**src/rtl/spi_slv16.sv**
```systemverilog
// Mode-3 SPI responder: captures a WIDTH-bit command on MOSI while returning tx_data on MISO.
// Define SPI_SLV_FRM_ERR_EN to add the frm_err pulse and the saturating err_cnt outputs.
module spi_slv16 #(
    parameter int WIDTH       = 16,
    parameter int SYNC_STAGES = 2
) (
    input  logic             clk,
    input  logic             rst_n,
    input  logic             SS_n,
    input  logic             SCLK,
    input  logic             MOSI,
    output logic             MISO,
    input  logic [WIDTH-1:0] tx_data,
    output logic [WIDTH-1:0] rx_data,
    output logic             rdy,
    output logic             busy
`ifdef SPI_SLV_FRM_ERR_EN
    ,
    output logic             frm_err,
    output logic [7:0]       err_cnt
`endif
);
    localparam int CW = $clog2(WIDTH) + 1;
    localparam int SS = (SYNC_STAGES < 2) ? 2 : SYNC_STAGES;
    localparam logic [CW-1:0] FULL = CW'(WIDTH);

    typedef enum logic [1:0] {IDLE, ACTIVE, DONE} state_t;
    state_t state, state_nxt;

    // Bit SS-1 is the synced level, bit SS is the history flop used for edges.
    logic [SS:0] ss_pipe, sclk_pipe, mosi_pipe;
    logic ss_fall, ss_rise, sclk_rise, sclk_fall, mosi_s;

    logic [WIDTH-1:0] tx_sh, rx_sh;
    logic [CW-1:0]    cnt;

    always_ff @(posedge clk) begin
        if (!rst_n) begin
            ss_pipe   <= '1;
            sclk_pipe <= '1;
            mosi_pipe <= '0;
        end else begin
            ss_pipe   <= {ss_pipe[SS-1:0], SS_n};
            sclk_pipe <= {sclk_pipe[SS-1:0], SCLK};
            mosi_pipe <= {mosi_pipe[SS-1:0], MOSI};
        end
    end

    assign ss_fall   =  ss_pipe[SS]   & ~ss_pipe[SS-1];
    assign ss_rise   = ~ss_pipe[SS]   &  ss_pipe[SS-1];
    assign sclk_rise = ~sclk_pipe[SS] &  sclk_pipe[SS-1];
    assign sclk_fall =  sclk_pipe[SS] & ~sclk_pipe[SS-1];
    assign mosi_s    =  mosi_pipe[SS-1];

    always_ff @(posedge clk) begin
        if (!rst_n) state <= IDLE;
        else        state <= state_nxt;
    end

    always_comb begin
        state_nxt = state;
        case (state)
            IDLE:    if (ss_fall) state_nxt = ACTIVE;
            ACTIVE:  if (ss_rise) state_nxt = DONE;
            DONE:    state_nxt = IDLE;
            default: state_nxt = IDLE;
        endcase
    end

    always_ff @(posedge clk) begin
        if (!rst_n) begin
            tx_sh   <= '0;
            rx_sh   <= '0;
            cnt     <= '0;
            rx_data <= '0;
            rdy     <= 1'b0;
            busy    <= 1'b0;
            MISO    <= 1'b0;
`ifdef SPI_SLV_FRM_ERR_EN
            frm_err <= 1'b0;
            err_cnt <= '0;
`endif
        end else begin
            rdy <= 1'b0;
`ifdef SPI_SLV_FRM_ERR_EN
            frm_err <= 1'b0;
`endif
            case (state)
                IDLE: begin
                    if (ss_fall) begin
                        tx_sh <= tx_data;
                        cnt   <= '0;
                        busy  <= 1'b1;
                    end
                end
                ACTIVE: begin
                    if (sclk_rise) begin
                        rx_sh <= {rx_sh[WIDTH-2:0], mosi_s};
                        if (cnt != '1) cnt <= cnt + 1'b1;
                    end
                    // The leading fall after SS_n drops must not shift out the MSB.
                    if (sclk_fall && cnt != '0)
                        tx_sh <= {tx_sh[WIDTH-2:0], 1'b0};
                end
                DONE: begin
                    busy <= 1'b0;
                    if (cnt == FULL) begin
                        rx_data <= rx_sh;
                        rdy     <= 1'b1;
                    end
`ifdef SPI_SLV_FRM_ERR_EN
                    else begin
                        frm_err <= 1'b1;
                        if (err_cnt != 8'hFF) err_cnt <= err_cnt + 8'd1;
                    end
`endif
                end
                default: ;
            endcase
            MISO <= (state == ACTIVE) ? tx_sh[WIDTH-1] : 1'b0;
        end
    end
endmodule

```
**config.mk**
```make
export PLATFORM = sky130hd
export DESIGN_NAME = spi_slv16
export DESIGN_NICKNAME = d
export VERILOG_FILES = /design/src/rtl/spi_slv16.sv
export SDC_FILE = /design/constraint.sdc
export NUM_CORES = 1
export LEC_CHECK = 0
export CAP_MARGIN = 20
export CORE_MARGIN = 10
export CORE_UTILIZATION = 35
export DETAILED_ROUTE_END_ITERATION = 16
export PLACE_DENSITY = 0.56
export SYNTH_ARGS = -nofsm -noshare
export SYNTH_HDL_FRONTEND = slang
export SYNTH_SLANG_ARGS = --single-unit
```
**constraint.sdc**
```tcl
create_clock -name clk -period 5.3 [get_ports clk]
set_clock_uncertainty 0.15 [all_clocks]
set_input_delay 0.53 -clock clk [delete_from_list [all_inputs] [get_ports clk]]
set_output_delay 0.53 -clock clk [all_outputs]
set_load 0.02 [all_outputs]
```
* Word level (Yosys, flattened, before mapping) *
Index checks and enable logic that the tools add are counted.

operators by class
  bitwise operators = 8
  reduce and logical (&&, ||, !) cells = 13
  magnitude comparators = 0
  eq/ne operators = 9
  shift-type cells = 0
  mux-type cells = 13
  multiply operators = 0
  $add $sub $neg = 1
  divide/modulo/power cells = 0

operators by type and width
  kind                                                                   count
  16-bit two-way mux                                                     2
  16-bit case mux with 2 select lines                                    1
  5-bit two-way mux                                                      3
  2-bit AND reduction                                                    6
  2-bit != test, second input constant                                   5
  5-bit case mux with 2 select lines                                     1
  5-bit by 1-bit adder with 5-bit output, second input constant          1
  5-bit equality test, second input constant                             1
  5-bit != test, second input constant                                   1
  5-bit nonzero test                                                     1
  1-bit AND                                                              4
  2-bit two-way mux                                                      2
  1-bit inverter                                                         4
  2-bit case mux with 2 select lines                                     1
  4-bit AND reduction                                                    1
  2-bit nonzero test                                                     2
  3-bit AND reduction                                                    1
  2-bit by 1-bit equality test with 1-bit output, second input constant  1
  2-bit equality test, second input constant                             1
  2-bit zero test                                                        1
  1-bit two-way mux                                                      2
  1-bit case mux with 2 select lines                                     1
  1-bit logical AND                                                      1

word-level totals
  output and inout bits = 19
  memory bits (writable) = 0
  memory bits (read-only) = 0
  register bits after elaboration = 66
  bits in latches = 0
  word-level logic and storage cells = 55
  memories = 0

* Longest topological paths before layout *
  depth in word-level cells = 5
  mapped depth = 7

* Least setup slack after synthesis *
Ideal clock, no wire load.

  path kind = reg2reg
  from = register cnt[0]
  to = register cnt[3]
  arrival time = 1.589 ns
  buffers on the path = 0
  stages on the path, launching flop included = 7
  period minus slack after synthesis = 1.811 ns
  setup slack = 3.489 ns
  required time = 5.078 ns
  library setup time = 0.072 ns
  cells stage by stage = dfxtp_1 ha_1 and3_1 ha_1 nand4bb_1 a211oi_1 mux2i_1

on the way
  word-level cells in the longest chain between the ends = 4
  elaborated cells between the ends (all ways) = 7
  those cells by class = add/sub: 1; eq/ne: 2; mux: 3; reduce/logical: 1

RTL lines
  item                                    line  text
  from (decl)                             35    logic [CW-1:0] cnt;
  from (signal assigned)                  99    if (cnt != '1) cnt <= cnt + 1'b1;
  5-bit by 1-bit adder with 5-bit output  99
  5-bit two-way mux                       99
  5-bit two-way mux                       97    if (sclk_rise) begin
  5-bit case mux with 2 select lines      88    case (state)

Several ways; a longest one is shown, not always the timed one. The select of a mux whose other input is x is not followed.
A chain may end at the register's enable or synchronous reset.

* Worst setup path after layout *
  from = register state[1]
  to = register cnt[4]

on the way
  word-level cells in the longest chain between the ends = 3
  elaborated cells between the ends (all ways) = 8
  those cells by class = eq/ne: 4; mux: 1; reduce/logical: 3

RTL lines
  item                                                                               line  text
  from (decl)                                                                        28    state_t state, state_nxt;
  from (signal assigned)                                                             57    else state <= state_nxt;
  2-bit by 1-bit equality test with 1-bit output or 2-bit zero test (tied branches)  88
  2-bit != test (no line) or 2-bit nonzero test (tied branches)                      --
  4-bit AND reduction (no line)                                                      --

Several ways; a longest one is shown, not always the timed one.

==> results.toml <==
[critical_path]
cp_data_arrival_time_ns = 2.24
cp-start-kind = "flip-flop"
crit_family = "compound AO/OA/AOI/OAI gates"
worstSetupPathType = "reg -> reg"
cp-end-kind = "flip-flop"
reg2reg_from = "state[1]"
cp-startpoint = "state[1]"
r2r-end = "cnt[4]"
path_depth = 3
worst-path-buf-inv = 0
ff2ff_setup_slack_ns = 3.14
slowest_delay_ns = 0.72
crit_path_end = "cnt[4]"
crit_path_cell_trace = "nand4bb_1 -> o211a_1 -> a22o_1"
critPathRequiredTime_ns = 5.38
critPathMaxFanout = 17
worst_path_max_delay_cell = "nand4bb_1"
reg2regPathDepth = 3

[sta]
rsz0062_at_grt = "no"
clock.fmax_ghz = 0.4630
max_slew_margin_pct = 51.14
timing.setup.tns_ns = 0
finalHoldViolations = 0
setup-violations-final = 0
timing.final.crit_share_pct = 40.75
layout_min_cycle_time_ns = 2.160
worst_pin_slew_ns = 0.7287
finalMaxSlewViolations = 0

[floorplanning]
core_um2 = 7767
dieHeight_um = 109.5
pin_count = 40
die_x_um = 109.5
start_util_pct = 36.10
die_area_um2 = 11990
row_count = 32

[power_and_ir_drop]
ir_drop_v = 0.0001339
p_switching_mw = 0.2262
p_int_mw = 0.8169
p_comb_share_pct = 5.8
p_leak_nw = 1.274
p_total_mw = 1.043
power_density_nw_per_um2 = 299.0
pwr-share-clk_pct = 45.3
p_sw_share_pct = 21.69
seqPwrFrac_pct = 48.8

[clocking]
post_cts_resized = 0
clockRootBuffer = "clkbuf_8"
holdBufCountCts = 0
cts-htree-levels = 3
path_clk_slew_ns = 0.07
clock_latency_ns = 0.34
clkSinkCount = 66
post_cts_buffers = 0
cts_buffers = 9
cts_tree = "yes"
clk_path_buf_depth = 2

[final_layout]
fin_nets = 357
regArea_um2 = 1321
fillerInstances = 784
multi_input_area_um2 = 1359
area_growth_pct = 24.41
n_antenna_cell = 0
drive_gt1_share_pct = 8.284
post-route-util_pct = 44.91

[drt]
routedWlPerCell_um = 13.27
wirelength_mm = 5.838
via_count = 2165
dr.pass1.iters = 4
drtIter0Drc = 93
drc_errors = 0
ant_nets = 0
via_per_inst = 4.920

[logic_synthesis]
synth.avg_cell_area_um2 = 9.285
netlist_area_um2 = 2804
synth-seq-cells = 66
synth_nets = 326
synth_cells = 302
ys_seq_area_share_pct = 47.12
synth_warnings = 0
ys_types = 35

[global_routing]
grt_pass1_vias = 2030
grt_usage_pct = 9.895
grt_pass1_wl_mm = 9.591
antenna_found_initial = 0
overflow = 0
grt_start_max_net_pins = 80

[placement]
io_buffers = 39
gp_routability_congestion = 0.6960
dp_hpwl_mm = 3.848

[status]
status = "finished, final reports clean"

[job]
drv_cap = 0

[worst_hold_path]
hp-class = "reg -> reg"
-- cell usage in the layout (no fill, tap or decap), types with 4 or more instances in the layout --
cell              n
dfxtp_1          66
nand2_1          47
clkdlybuf4s50_1  38
a21boi_0         25
nand2b_1         24
nand3_1          18
mux2i_1          16
o21ai_0          16
o211ai_1         15
clkbuf_8         10
a21boi_1          7
a21oi_1           4
buf_4             4
-- through the flow --
stage	std cells	setup WS (ns)	instance area [um2]	hold WS (ns)
final	440	3.140	3488	0.2630
after global routing	440	2.997	3488	0.2942
after CTS	440	3.105	3488	0.2651
after detailed placement	424	2.962	3261	0.2452
after global placement	422	2.844	3234	0.2388
after floorplan	302	3.489	2804	0.2363
-- state kept, by name, summed over array words and instances, names as in the netlist --
signal     count
rx_data       16
rx_sh         16
tx_sh         16
cnt            5
sclk_pipe      3
ss_pipe        3
mosi_pipe      2
state          2
MISO           1
busy           1
rdy            1
-- worst min path at each step --
stage,start,end,slack (ns),depth (start not counted)
CTS,ss_pipe[0],ss_pipe[1],0.27,1
floorplan,sclk_pipe[0],sclk_pipe[1],0.24,1
detailed placement,ss_pipe[0],ss_pipe[1],0.25,1
global route,sclk_pipe[0],sclk_pipe[1],0.29,1
finish,ss_pipe[0],ss_pipe[1],0.26,1
global placement,sclk_pipe[0],sclk_pipe[1],0.24,1
-- power groups by stage --
stage	registers (mW)	clock network, mW	logic [mW]
2_1_floorplan	0.520	0	0.0402
3_3_place_gp	0.521	0	0.0608
3_5_place_dp	0.521	0	0.0620
4_1_cts	0.509	0.487	0.0620
5_1_grt	0.511	0.508	0.0672
6_report	0.509	0.473	0.0609
-- logic make-up after synthesis --
family,share of synthesized area [%]
AOI/OAI and AO/OA,18.97
buffers and inverters,4.998
adders and majority gates,1.339
DFF,47.12
muxes,5.712
and+or+nand+nor,21.86
-- layout make-up --
class,instances,area share [%]
clock buffer,10,3.945
multi-input combinational,208,38.95
clock inverter,6,2.582
tap,102,3.659
sequential,66,37.88
timing repair buffer,45,12.66
inverter,3,0.3228
-- Yosys cell counts (all sizes together) --
cell type / count / share of area [%]
a211oi: 1 / 0.27
nand4bb: 3 / 1.2
o211ai: 15 / 4.0
a31o: 1 / 0.31
nor4bb: 2 / 0.71
o22a: 2 / 0.62
mux2i: 16 / 5.7
nand2: 47 / 6.3
nand3: 18 / 3.2
nand2b: 24 / 5.4
nor3b: 2 / 0.54
or4b: 2 / 0.85
dfxtp: 66 / 47
inv: 3 / 0.40
and3: 2 / 0.45
nor2: 3 / 0.40
nor4b: 1 / 0.31
a21boi: 33 / 8.8
ha: 3 / 1.3
a22o: 2 / 0.62
and2: 2 / 0.45
buf: 11 / 2.7
o21ai: 16 / 2.9
or3b: 1 / 0.31
nor2b: 2 / 0.45
clkbuf: 14 / 1.9
and4b: 1 / 0.36
and4bb: 1 / 0.45
nand3b: 2 / 0.54
a21oi: 4 / 0.71
o211a: 2 / 0.71
-- metal layers --
layer / GRT usage [%] / share of wire, % / vias to the layer above
met5: 0 / 0 / -
met4: 5.204 / 1.8 / 0
met3: 2.692 / 4.1 / 11
met2: 15.20 / 45 / 32
met1: 12.40 / 49 / 1008
li1: - / - / 1114
No activity file was read; power rests on OpenSTA's default activity.
